$ cat src/rtl/clock_divider_multi_if.sv
// Divisor programming and readback bus for clock_divider_multi.
// Write is a single-cycle strobe; readback is combinational and never stalls.
interface clock_divider_multi_if #(
    parameter int NUM_CH = 4,
    parameter int CNT_W  = 32
);
    localparam int CH_W = (NUM_CH > 1) ? $clog2(NUM_CH) : 1;

    logic             wr_en;
    logic [CH_W-1:0]  wr_ch;
    logic [CNT_W-1:0] wr_div;
    logic [CH_W-1:0]  rd_ch;
    logic [CNT_W-1:0] rd_div;

    modport master (
        output wr_en,
        output wr_ch,
        output wr_div,
        output rd_ch,
        input  rd_div
    );

    modport slave (
        input  wr_en,
        input  wr_ch,
        input  wr_div,
        input  rd_ch,
        output rd_div
    );
endinterface

$ cat src/rtl/clock_divider_multi.sv
// NUM_CH independent programmable dividers: registered tick strobe and 50% clk_out per channel.
// Outputs update one edge after the deciding inputs; no backpressure, writes always accepted.
module clock_divider_multi #(
    parameter int               NUM_CH      = 4,
    parameter int               CNT_W       = 32,
    parameter logic [CNT_W-1:0] DEFAULT_DIV = CNT_W'(25000000)
) (
    input  logic                 clk,
    input  logic                 reset,
    input  logic [NUM_CH-1:0]    ch_en,
    input  logic                 sync,
    clock_divider_multi_if.slave bus,
    output logic [NUM_CH-1:0]    clk_out,
    output logic [NUM_CH-1:0]    tick
);
    localparam logic [CNT_W-1:0] ONE = CNT_W'(1);

    logic [CNT_W-1:0] div_arr [NUM_CH];
    logic             wr_ok;

    // Out-of-range channel numbers only exist when NUM_CH is not a power of two.
    assign wr_ok = bus.wr_en && (32'(bus.wr_ch) < NUM_CH);

    for (genvar i = 0; i < NUM_CH; i++) begin : g_ch
        logic [CNT_W-1:0] div_q;
        logic [CNT_W-1:0] cnt_q;
        logic             clk_q;
        logic             tick_q;
        logic             wr_hit;
        logic             park;

        assign wr_hit = wr_ok && (32'(bus.wr_ch) == 32'(i));
        assign park   = !ch_en[i] || (div_q == '0) || sync;

        always_ff @(posedge clk or negedge reset) begin
            if (!reset) begin
                div_q  <= DEFAULT_DIV;
                cnt_q  <= '0;
                clk_q  <= 1'b0;
                tick_q <= 1'b0;
            end else if (wr_hit) begin
                // A write restarts the period and suppresses any coincident terminal tick.
                div_q  <= bus.wr_div;
                cnt_q  <= '0;
                tick_q <= 1'b0;
                if (!ch_en[i] || sync) begin
                    clk_q <= 1'b0;
                end
            end else if (park) begin
                cnt_q  <= '0;
                clk_q  <= 1'b0;
                tick_q <= 1'b0;
            end else if (cnt_q == div_q - ONE) begin
                cnt_q  <= '0;
                clk_q  <= ~clk_q;
                tick_q <= 1'b1;
            end else begin
                cnt_q  <= cnt_q + ONE;
                tick_q <= 1'b0;
            end
        end

        assign div_arr[i]  = div_q;
        assign clk_out[i]  = clk_q;
        assign tick[i]     = tick_q;
    end

    always_comb begin
        bus.rd_div = '0;
        for (int i = 0; i < NUM_CH; i++) begin
            if (32'(bus.rd_ch) == 32'(i)) begin
                bus.rd_div = div_arr[i];
            end
        end
    end
endmodule
$ cat src/flat_wrapper.sv
// flat-port wrapper written by rule: the top's interface ports become plain ports
module clock_divider_multi_flat 
#(
    parameter int               NUM_CH      = 4,
    parameter int               CNT_W       = 32,
    parameter logic [CNT_W-1:0] DEFAULT_DIV = CNT_W'(25000000)
)
  (clk, reset, ch_en, sync, clk_out, tick, bus_wr_en, bus_wr_ch, bus_wr_div, bus_rd_ch, bus_rd_div);
  clock_divider_multi_if #(.NUM_CH(NUM_CH), .CNT_W(CNT_W)) bus_i ();
  input  logic clk;
  input  logic reset;
  input  logic [NUM_CH-1:0] ch_en;
  input  logic sync;
  output logic [NUM_CH-1:0] clk_out;
  output logic [NUM_CH-1:0] tick;
  input wire logic [$bits(bus_i.wr_en)-1:0] bus_wr_en;
  input wire logic [$bits(bus_i.wr_ch)-1:0] bus_wr_ch;
  input wire logic [$bits(bus_i.wr_div)-1:0] bus_wr_div;
  input wire logic [$bits(bus_i.rd_ch)-1:0] bus_rd_ch;
  output wire logic [$bits(bus_i.rd_div)-1:0] bus_rd_div;
  assign bus_i.wr_en = bus_wr_en;
  assign bus_i.wr_ch = bus_wr_ch;
  assign bus_i.wr_div = bus_wr_div;
  assign bus_i.rd_ch = bus_rd_ch;
  assign bus_rd_div = bus_i.rd_div;
  clock_divider_multi #(.NUM_CH(NUM_CH), .CNT_W(CNT_W), .DEFAULT_DIV(DEFAULT_DIV)) u_core (.clk(clk), .reset(reset), .ch_en(ch_en), .sync(sync), .bus(bus_i), .clk_out(clk_out), .tick(tick));
endmodule
$ cat config.mk
export PLATFORM = sky130hd
export DESIGN_NAME = clock_divider_multi_flat
export DESIGN_NICKNAME = d
export VERILOG_FILES = /design/src/rtl/clock_divider_multi_if.sv /design/src/rtl/clock_divider_multi.sv /design/src/flat_wrapper.sv
export SDC_FILE = /design/constraint.sdc
export NUM_CORES = 1
export LEC_CHECK = 0
export ABC_AREA = 0
export CAP_MARGIN = 5
export CORE_MARGIN = 2
export CORE_UTILIZATION = 44
export DETAILED_ROUTE_END_ITERATION = 10
export RECOVER_POWER = 100
export SETUP_SLACK_MARGIN = 0.02
export SYNTH_ARGS = -nofsm -noshare
export SYNTH_HDL_FRONTEND = slang
export SYNTH_SLANG_ARGS = --single-unit
$ cat constraint.sdc
create_clock -name clk -period 3.6 [get_ports clk]
set_input_delay 0.72 -clock clk [delete_from_list [all_inputs] [get_ports clk]]
set_output_delay 0.72 -clock clk [all_outputs]
set_load 0.05 [all_outputs]
# --- Yosys cells after proc, flatten, opt, wreduce, memory -nomap -nowiden ---
# Cells that the tools add are included.
word_totals:
  output_inout_bits: 40
  register_bits: 264
classes:
  reduce_logical: 34
  add_sub_neg: 8
  bitwise: 4
  n_mux: 44
  eq_ne: 14
op_table:
  columns: ["cell", "n"]
  rows:
  - ["$mux 32", 16]
  - ["$add 32x1->32 const B", 4]
  - ["$eq 32x32->1", 4]
  - ["$logic_not 32->1", 4]
  - ["$sub 32x1->32 const B", 4]
  - ["$mux 1", 28]
  - ["$logic_or 1x1->1", 12]
  - ["$reduce_bool 3->1", 4]
  - ["$eq 2x2->1 const B", 4]
  - ["$ne 2x2->1 const B", 4]
  - ["$reduce_and 2->1", 4]
  - ["$eq 2x1->1 const B", 2]
  - ["$logic_and 1x1->1", 4]
  - ["$logic_not 1->1", 4]
  - ["$logic_not 2->1", 2]
  - ["$not 1->1", 4]

# --- Longest topological paths before layout ---
# Gate-level depths: netlist (run 1).
logic_depth:
  depth_word: 5
  depth_mapped: 14
  mapped_depth_nobuf: 11

# --- Worst setup path before layout (run 1) ---
# Ideal clock, no wire load.
synth_timing:
  path_kind: "register to register"
  start: "reg u_core.g_ch[1].div_q[0]"
  end: "reg u_core.g_ch[1].cnt_q[23]"
  t_arrival_ns: 3.190
  path_stages_with_launch: 15
  period_less_slack_ns: 3.312
  path_slack_ns: 0.288
  path_cell_list: "dfrtp_1 > clkbuf_1 > inv_1 > ha_1 > nor3b_1 > nand2_1 > nor4_2 > nand4_1 > a221oi_1 > nand3_1 > nor4_1 > or2_1 > buf_2 > buf_2 > nor2_1"
synth_between:
  elab_chain_len: 5
synth_lines:
  columns: ["item", "line", "text"]
  rows:
  - ["from (decl)", "clock_divider_multi.sv:25", "logic [CNT_W-1:0] div_q;"]
  - ["from (signal assigned)", "clock_divider_multi.sv:43", "div_q <= bus.wr_div;"]
  - ["$sub 32x1->32 / $logic_not 32->1 (equally long branches)", "clock_divider_multi.sv:53, clock_divider_multi.sv:33", null]
  - ["$eq 32x32->1 / $logic_or 1x1->1 (equally long branches)", "clock_divider_multi.sv:53, clock_divider_multi.sv:33", null]
  - ["$mux 32 / $logic_or 1x1->1 (equally long branches)", "clock_divider_multi.sv:53, clock_divider_multi.sv:33", null]
  - ["$mux 32 *", "clock_divider_multi.sv:49", "end else if (park) begin"]
  - ["$mux 32 *", "clock_divider_multi.sv:41", "end else if (wr_hit) begin"]
  - ["to (signal assigned)", "clock_divider_multi.sv:58", "cnt_q <= cnt_q + ONE;"]
  - ["to (decl)", "clock_divider_multi.sv:26", "logic [CNT_W-1:0] cnt_q;"]
# Mark *: on every way between the ends. The rest lies on a longest branch, timed or not.
# A chain may end at the register's enable or synchronous reset.

# --- Final worst setup path (run 1) ---
layout_timing:
  start: "reg u_core.g_ch[3].div_q[5]"
  end: "reg u_core.g_ch[3].clk_q"
layout_between:
  elab_chain_len: 5
layout_lines:
  columns: ["item", "line", "text"]
  rows:
  - ["from (decl)", "clock_divider_multi.sv:25", null]
  - ["from (signal assigned)", "clock_divider_multi.sv:43", null]
  - ["branches (longest 5 deep; another with $sub 32x1->32)", null, null]
  - ["to (signal assigned)", "clock_divider_multi.sv:55", "clk_q <= ~clk_q;"]
  - ["to (decl)", "clock_divider_multi.sv:27", "logic clk_q;"]
# Several ways; the timed one is not identified.

==> results of run 1 <==
-- worst min path at each step --
stage                     depth (start not counted)                           endpoint  slack [ns]                              start
after floorplan                                   0   u_core.g_ch[0].clk_q$_DFFE_PN0P_        0.42                              reset
after global placement                            1  u_core.g_ch[1].cnt_q[0]$_DFF_PN0_        0.50  u_core.g_ch[1].cnt_q[0]$_DFF_PN0_
after detailed placement                          1  u_core.g_ch[1].cnt_q[0]$_DFF_PN0_        0.50  u_core.g_ch[1].cnt_q[0]$_DFF_PN0_
after CTS                                         1  u_core.g_ch[1].cnt_q[1]$_DFF_PN0_        0.09                              reset
after global routing                              1  u_core.g_ch[1].cnt_q[0]$_DFF_PN0_        0.55  u_core.g_ch[1].cnt_q[0]$_DFF_PN0_
final                                             1  u_core.g_ch[1].cnt_q[0]$_DFF_PN0_        0.50  u_core.g_ch[1].cnt_q[0]$_DFF_PN0_
-- cell type report --
type / count / area [um2] / area share
clock inverters: 13 / 192.7 / 0.009838
flip-flops and latches: 264 / 6666 / 0.3404
clock buffers: 44 / 864.6 / 0.04414
inverters: 22 / 82.58 / 0.004216
well taps: 511 / 639.4 / 0.03264
multi-input cells: 1315 / 9794 / 0.5001
repair buffers: 170 / 1346 / 0.06874
-- synth_stat cells (29+ instances only) --
library cell  instances
xnor2_1             144
dfstp_2              48
nand3_1              89
dfrtp_1             216
mux2_2              129
clkbuf_1             69
nand4_1              29
nor3_1               86
mux4_2               32
nand2_1              93
nor2_1              184
xor2_1              143
nor4_1               43
o21ai_0              30
-- timing repair --
| action | CTS | global route |
|---|---|---|
| setup endpoints to repair | 4 | 98 |
| gates resized for setup | 1 | 19 |
| pin swaps | 0 | 1 |
| setup buffers | 0 | 2 |
-- layout by cell type, fill, tap and decap left out, types with 9 or more instances in the layout --
cell type,n
or3_1,17
inv_1,22
clkbuf_16,31
nor3_1,83
nand4b_1,11
o21ai_0,30
buf_4,68
a31oi_1,11
nor2_1,183
dfrtp_1,216
clkbuf_1,46
nand2_1,93
nand4_1,29
mux2_2,128
nand2b_1,14
dfstp_2,47
dlygate4sd3_1,9
xnor2_1,144
mux4_2,32
clkdlybuf4s50_1,40
and3_1,27
o211ai_1,11
xor2_1,143
nor4_1,36
mux2i_1,9
and4_1,13
a21oi_1,22
nor2b_1,13
nand3_1,89
or4_1,20
-- per-stage QoR --
stage | power (uW) | cell area (um2) | hold slack (ns) | setup WS (ns)
floorplan | 5339 | 16860 | 0.4244 | 0.2884
global placement | 6586 | 18930 | 0.4974 | -0.01672
detailed placement | 6622 | 18930 | 0.5004 | -0.009946
CTS | 9963 | 20000 | 0.09112 | 0.09026
global route | 10030 | 19590 | 0.5517 | 0.01333
finish | 9617 | 19590 | 0.5004 | 0.1603
-- power by group through the flow --
stage | Sequential [uW] | Clock, uW | Combinational (uW)
3_3_place_gp | 3890 | 0 | 2690
4_1_cts | 3860 | 3370 | 2730
5_1_grt | 3920 | 3490 | 2620
6_report | 3890 | 3290 | 2440
3_5_place_dp | 3910 | 0 | 2720
2_1_floorplan | 3650 | 0 | 1690
-- critical path: stages (launching register included) --
cell and delay, ns:
dfrtp_1 0.43, or4_4 0.59, or4_1 0.62, nor4_4 0.18
xnor2_1 0.11, a2111o_1 0.34, a2111oi_4 0.39, o2111ai_2 0.22
nor2_1 0.33, a2bb2oi_2 0.15
-- layer usage --
layer | vias up | GRT usage
li1 | 6336 | -
met1 | 6833 | 0.3488
met2 | 358 | 0.4150
met3 | 95 | 0.03831
met4 | 0 | 0.09300
met5 | - | 0
-- sequential cells by signal (all words and copies together), names as in the netlist --
signal              flops
u_core.g_ch.cnt_q     128
u_core.g_ch.div_q     128
u_core.g_ch.clk_q       4
u_core.g_ch.tick_q      4
-- cells by family (layout without fill, tap and decap cells) --
kind of cell               count (synthesis)  after routing  share of synthesized area
DFF                                      264            264                     0.3954
and+or+nand+nor                          707            707                     0.2235
adders and majority gates                  8              8                   0.005937
AOI/OAI and AO/OA                        142            142                    0.05892
xor gates and xnor gates                 288            288                     0.1504
buffers and inverters                    121            249                    0.03161
muxes                                    170            170                     0.1342
==> run_results.csv, run 1 <==
group,metric,value,unit
global_route,grt_pass1_wl,77960,um
critical_path,crit_required,4.11,ns
power_and_ir_drop,switching_share,0.3356,
synth,yosys_register_bits,264,
cells_and_area,drive_gt1_frac,0.2095,
clock_tree,h-tree-depth,1,
cells_and_area,area_delta_synth_final,16.16,%
synth,netlist_area,16860,um2
critical_path,r2r_end,"u_core.g_ch[3].clk_q$_DFFE_PN0P_",
critical_path,crit_fanout,5,
global_route,grt_antenna_before_repair,0,
synth,synth_top_area_frac,0.3206,
clock_tree,clock_path_buffers,3,
synth,synth_nets,1752,
worst_hold_path,hold_class,"reg2reg",
critical_path,critPathLaunch,"u_core.g_ch[3].div_q[5]$_DFFE_PN0P_",
synth,ys.flop_type,"dfrtp_1",
flow_run,maxCapViolations,4,
critical_path,start_kind,"register",
cells_and_area,fillers,3524,
sta,setup_violations,0,
synth,syn_inst,1700,
power_and_ir_drop,vdd_drop_max,0.3880,mV
routing,vias,13622,
sta,drv_slew,168,
placement,placed_cells,2280,
critical_path,end_kind,"register",
sta,min_period,3.440,ns
power_and_ir_drop,power.share.sequential,0.404,
cells_and_area,fin_util,0.5200,
critical_path,worstPathArrival,3.95,ns
synth,synthArstFlopShare,1.000,
routing,drc,0,
clock_tree,cts_hold_buf,0,
sta,finalClockSkew,0.01186,ns
clock_tree,path_clk_slew,0.06,ns
synth,synth-edff-count,0,
routing,ant_nets,0,
synth,netlist_top_cells_area,"dfrtp_1, mux2_2, dfstp_2",
routing,met3_length,2581,um
floorplanning,die_h,199.8,um
critical_path,r2r-start,"u_core.g_ch[3].div_q[5]$_DFFE_PN0P_",
power_and_ir_drop,p_int,6389,uW
sta,finalSetupTns,0,ns
floorplanning,start_util,0.4476,
floorplanning,die_w,199.8,um
routing,top_layer,"met4",
placement,gp_congestion,0.9036,
critical_path,r2r_setup_slack,0.16,ns
global_route,first_global_vias,13341,
global_route,grt_overflow,0,
sta,final_hold_viol_count,0,
clock_tree,numClockSinks,264,
routing,first_pass_iters,5,
critical_path,rr_worst_depth,9,
global_route,grt_max_degree,78,
power_and_ir_drop,switching_power,3227,uW
routing,avgViaCountPerCell,5.824,
placement,dp_hpwl,38020,um
clock_tree,cts_root_buf,"clkbuf_16",
synth,synthDistinctLibCells,84,
synth,yosys_warnings,0,
sta,worst_pin_slew,2.253,ns
floorplanning,rows,71,
floorplanning,core_region_area,37670,um2
clock_tree,numCtsBuffers,31,
clock_tree,cts_tree,"yes",
cells_and_area,fin_cells,2339,
outcome,violations,"capacitance limit, slew limit",
floorplanning,pin_count,84,
routing,drt-total-wl,50280,um
power_and_ir_drop,pwr-share-clk,0.342,
sta,rsz0062_at_grt,"false",
routing,routedWlPerCell,21.50,um
cells_and_area,nets,1856,
floorplanning,dieArea,39900,um2
synth,yosysTopAreaCell,"dfrtp_1",
placement,port_buffers,83,
power_and_ir_drop,p_per_area,491.0,nW/um2
sta,period_share,0.9555,
clock_tree,worstSkewPairLatency,0.58,ns
synth,syn_avg_cell_area,9.918,um2
routing,wl_met1,22230,um
critical_path,path_class,"reg2reg",
cells_and_area,diodes,0,
sta,slew-limit-headroom,-0.5022,
routing,wl_met2,23440,um
sta,fmax,0.2907,GHz
outcome,status,"complete, but fails checks",
global_route,globalRouteTotalUtil,0.2558,
synth,seq_area_frac_synth,0.3954,
power_and_ir_drop,p_comb_frac,0.254,
power_and_ir_drop,p_leak,0.007451,uW
routing,drtIter0Drc,738,
critical_path,critPathCapture,"u_core.g_ch[3].clk_q$_DFFE_PN0P_",
(Power assumes the default switching activity.)
==> run 2, diff against run 1 <==
Settings changed: MAX_ROUTING_LAYER set to met4.
==> run 2 against run 1 <==
  * Sequential power is essentially flat
  * Worst hold slack gained 0.021 ns
  * Clock power grew 16%
  * Non-clock buffer count shrank 1
  * Critical endpoint is now bus_rd_div[0]
  * The flow still finishes with violations (capacitance limit, slew limit)
  * Sequential cell count is the same
  * Global-route usage grew 0.99 points
  * Via count shrank 0.76%
==> run_results.csv, run 2 (synthesized netlist as in run 1, its figures left out) <==
group,metric,value,unit
outcome,status,"complete, but fails checks",
outcome,violations,"capacitance limit, slew limit",
worst_hold_path,hold_class,"reg2reg",
sta,slew-limit-headroom,-0.6612,
clock_tree,numClockSinks,264,
power_and_ir_drop,vdd_drop_max,0.4085,mV
sta,rsz0062_at_grt,"false",
clock_tree,worstSkewPairLatency,0.52,ns
sta,drv_slew,94,
critical_path,end_kind,"output port",
routing,avgViaCountPerCell,5.772,
cells_and_area,final_common_cell,"dfrtp_1",
routing,ant_nets,0,
routing,top_layer,"met4",
routing,drtIter0Drc,749,
placement,dp_hpwl,38440,um
sta,finalClockSkew,0.01496,ns
sta,fmax,0.2853,GHz
sta,finalSetupTns,0,ns
cells_and_area,area_delta_synth_final,17.36,%
critical_path,crit_slowest_cell,"clkbuf_2",
routing,met3_length,2685,um
sta,period_share,0.9738,
critical_path,worstPathCellList,"clkdlybuf4s50_1 > clkbuf_2 > mux4_2 > clkbuf_4",
critical_path,r2r_setup_slack,0.15,ns
routing,drc,0,
cells_and_area,reg_top3,"u_core.g_ch.cnt_q (128), u_core.g_ch.div_q (128)",
floorplanning,dieArea,39900,um2
global_route,grt_pass1_wl,77740,um
sta,worst_pin_slew,2.492,ns
placement,port_buffers,83,
floorplanning,die_h,199.8,um
clock_tree,numCtsBuffers,34,
routing,first_pass_iters,5,
power_and_ir_drop,p_leak,0.007623,uW
critical_path,crit_fanout,32,
critical_path,start_kind,"input port",
critical_path,worstPathArrival,2.79,ns
clock_tree,clock_path_buffers,3,
clock_tree,cts_root_buf,"clkbuf_16",
floorplanning,die_w,199.8,um
critical_path,path_class,"in2out",
floorplanning,pin_count,84,
critical_path,rr_worst_depth,10,
floorplanning,rows,71,
routing,drt-total-wl,50510,um
global_route,first_global_vias,13406,
cells_and_area,postLayoutCellArea,19790,um2
critical_path,max_stage_delay,0.71,ns
cells_and_area,diodes,0,
clock_tree,path_clk_slew,0.06,ns
global_route,grt_antenna_before_repair,0,
routing,wl_met1,22240,um
flow_run,maxCapViolations,1,
floorplanning,start_util,0.4476,
routing,wl_met2,23830,um
cells_and_area,fillers,3499,
global_route,globalRouteTotalUtil,0.2657,
placement,gp_congestion,0.9311,
placement,placed_cell_area,18930,um2
power_and_ir_drop,p_per_area,512.2,nW/um2
critical_path,crit_required,2.88,ns
clock_tree,cts_hold_buf,0,
sta,setup_violations,0,
clock_tree,h-tree-depth,2,
cells_and_area,drive_gt1_frac,0.2294,
global_route,grt_max_degree,96,
cells_and_area,nets,1858,
cells_and_area,final_cell_mix,"dfrtp_1, nor2_1, xnor2_1, xor2_1, mux2_2",
floorplanning,core_region_area,37670,um2
critical_path,critPathCapture,"bus_rd_div[0]",
critical_path,r2r-start,"u_core.g_ch[2].div_q[11]$_DFFE_PN1P_",
critical_path,critPathLaunch,"bus_rd_ch[1]",
critical_path,r2r_end,"u_core.g_ch[2].clk_q$_DFFE_PN0P_",
sta,final_hold_viol_count,0,
routing,vias,13518,
sta,min_period,3.506,ns
routing,routedWlPerCell,21.56,um
clock_tree,cts_tree,"yes",
global_route,grt_overflow,0,
[run 2: cell count changes in the layout (fill, tap and decap cells not counted), sizes merged]
cell,change
buf,-1
bufinv,+1
clkbuf,+7
clkinv,-3
dlymetal6s4s,-1
[run 2: metrics by stage]
step / power (uW) / util / hold WS [ns] / setup slack, ns / instances
6_report: 10140 / 0.5254 / 0.5214 / 0.09447 / 2342
5_1_grt: 10530 / 0.5254 / 0.5495 / 0.01891 / 2342
4_1_cts: 10470 / 0.5362 / 0.2433 / 0.02570 / 2340
3_5_place_dp: 6621 / 0.5025 / 0.5161 / 0.03962 / 2279
3_3_place_gp: 6578 / 0.5025 / 0.4966 / 0.1856 / 2279
2_1_floorplan: 5339 / - / 0.4244 / 0.2884 / 1700
[run 2: worst min path at each step]
stage,from,endpoint,slack [ns],cells after the start
2_1_floorplan,reset,u_core.g_ch[0].clk_q$_DFFE_PN0P_,0.42,0
3_3_place_gp,u_core.g_ch[1].cnt_q[0]$_DFF_PN0_,u_core.g_ch[1].cnt_q[0]$_DFF_PN0_,0.50,1
3_5_place_dp,u_core.g_ch[1].cnt_q[0]$_DFF_PN0_,u_core.g_ch[1].cnt_q[0]$_DFF_PN0_,0.52,1
4_1_cts,reset,u_core.g_ch[1].cnt_q[2]$_DFF_PN0_,0.24,1
5_1_grt,u_core.g_ch[3].cnt_q[0]$_DFF_PN0_,u_core.g_ch[3].cnt_q[0]$_DFF_PN0_,0.55,1
6_report,u_core.g_ch[1].cnt_q[0]$_DFF_PN0_,u_core.g_ch[1].cnt_q[0]$_DFF_PN0_,0.52,1
[run 2: cell type report]
cell class | count | area [um2] | area share
Inverter | 22 | 82.58 | 0.004173
Sequential cell | 264 | 6666 | 0.3369
Timing Repair Buffer | 169 | 1374 | 0.06942
Clock buffer | 50 | 1065 | 0.05381
Multi-Input combinational cell | 1315 | 9754 | 0.4929
Clock inverter | 11 | 207.7 | 0.01050
Tap cell | 511 | 639.4 | 0.03231
[run 2: what timing repair did]
action                     CTS  global route
setup buffers                0             2
setup endpoints to repair    0           111
resized for setup            0            17
[run 2: per-layer routing]
layer	up-vias	GRT usage
met3	96	0.04587
li1	6336	-
met2	333	0.4282
met5	-	-
met4	0	0.09300
met1	6753	0.3388
[run 2: where the power goes]
group / switching [uW] / internal [uW]
logic: 1360 / 1050
registers: 586 / 3330
clock network: 1330 / 2480
[run 2: critical path: cells and delay by family]
kind                   cells  cell delay, ns
buffers and inverters      3            1.40
multiplexers               1            0.62
==> run 3, diff against run 2 <==
Settings changed: SLEW_MARGIN set to 20.
==> results of run 3 <==
Final layout, timing and power as in run 2 (identical DEF).
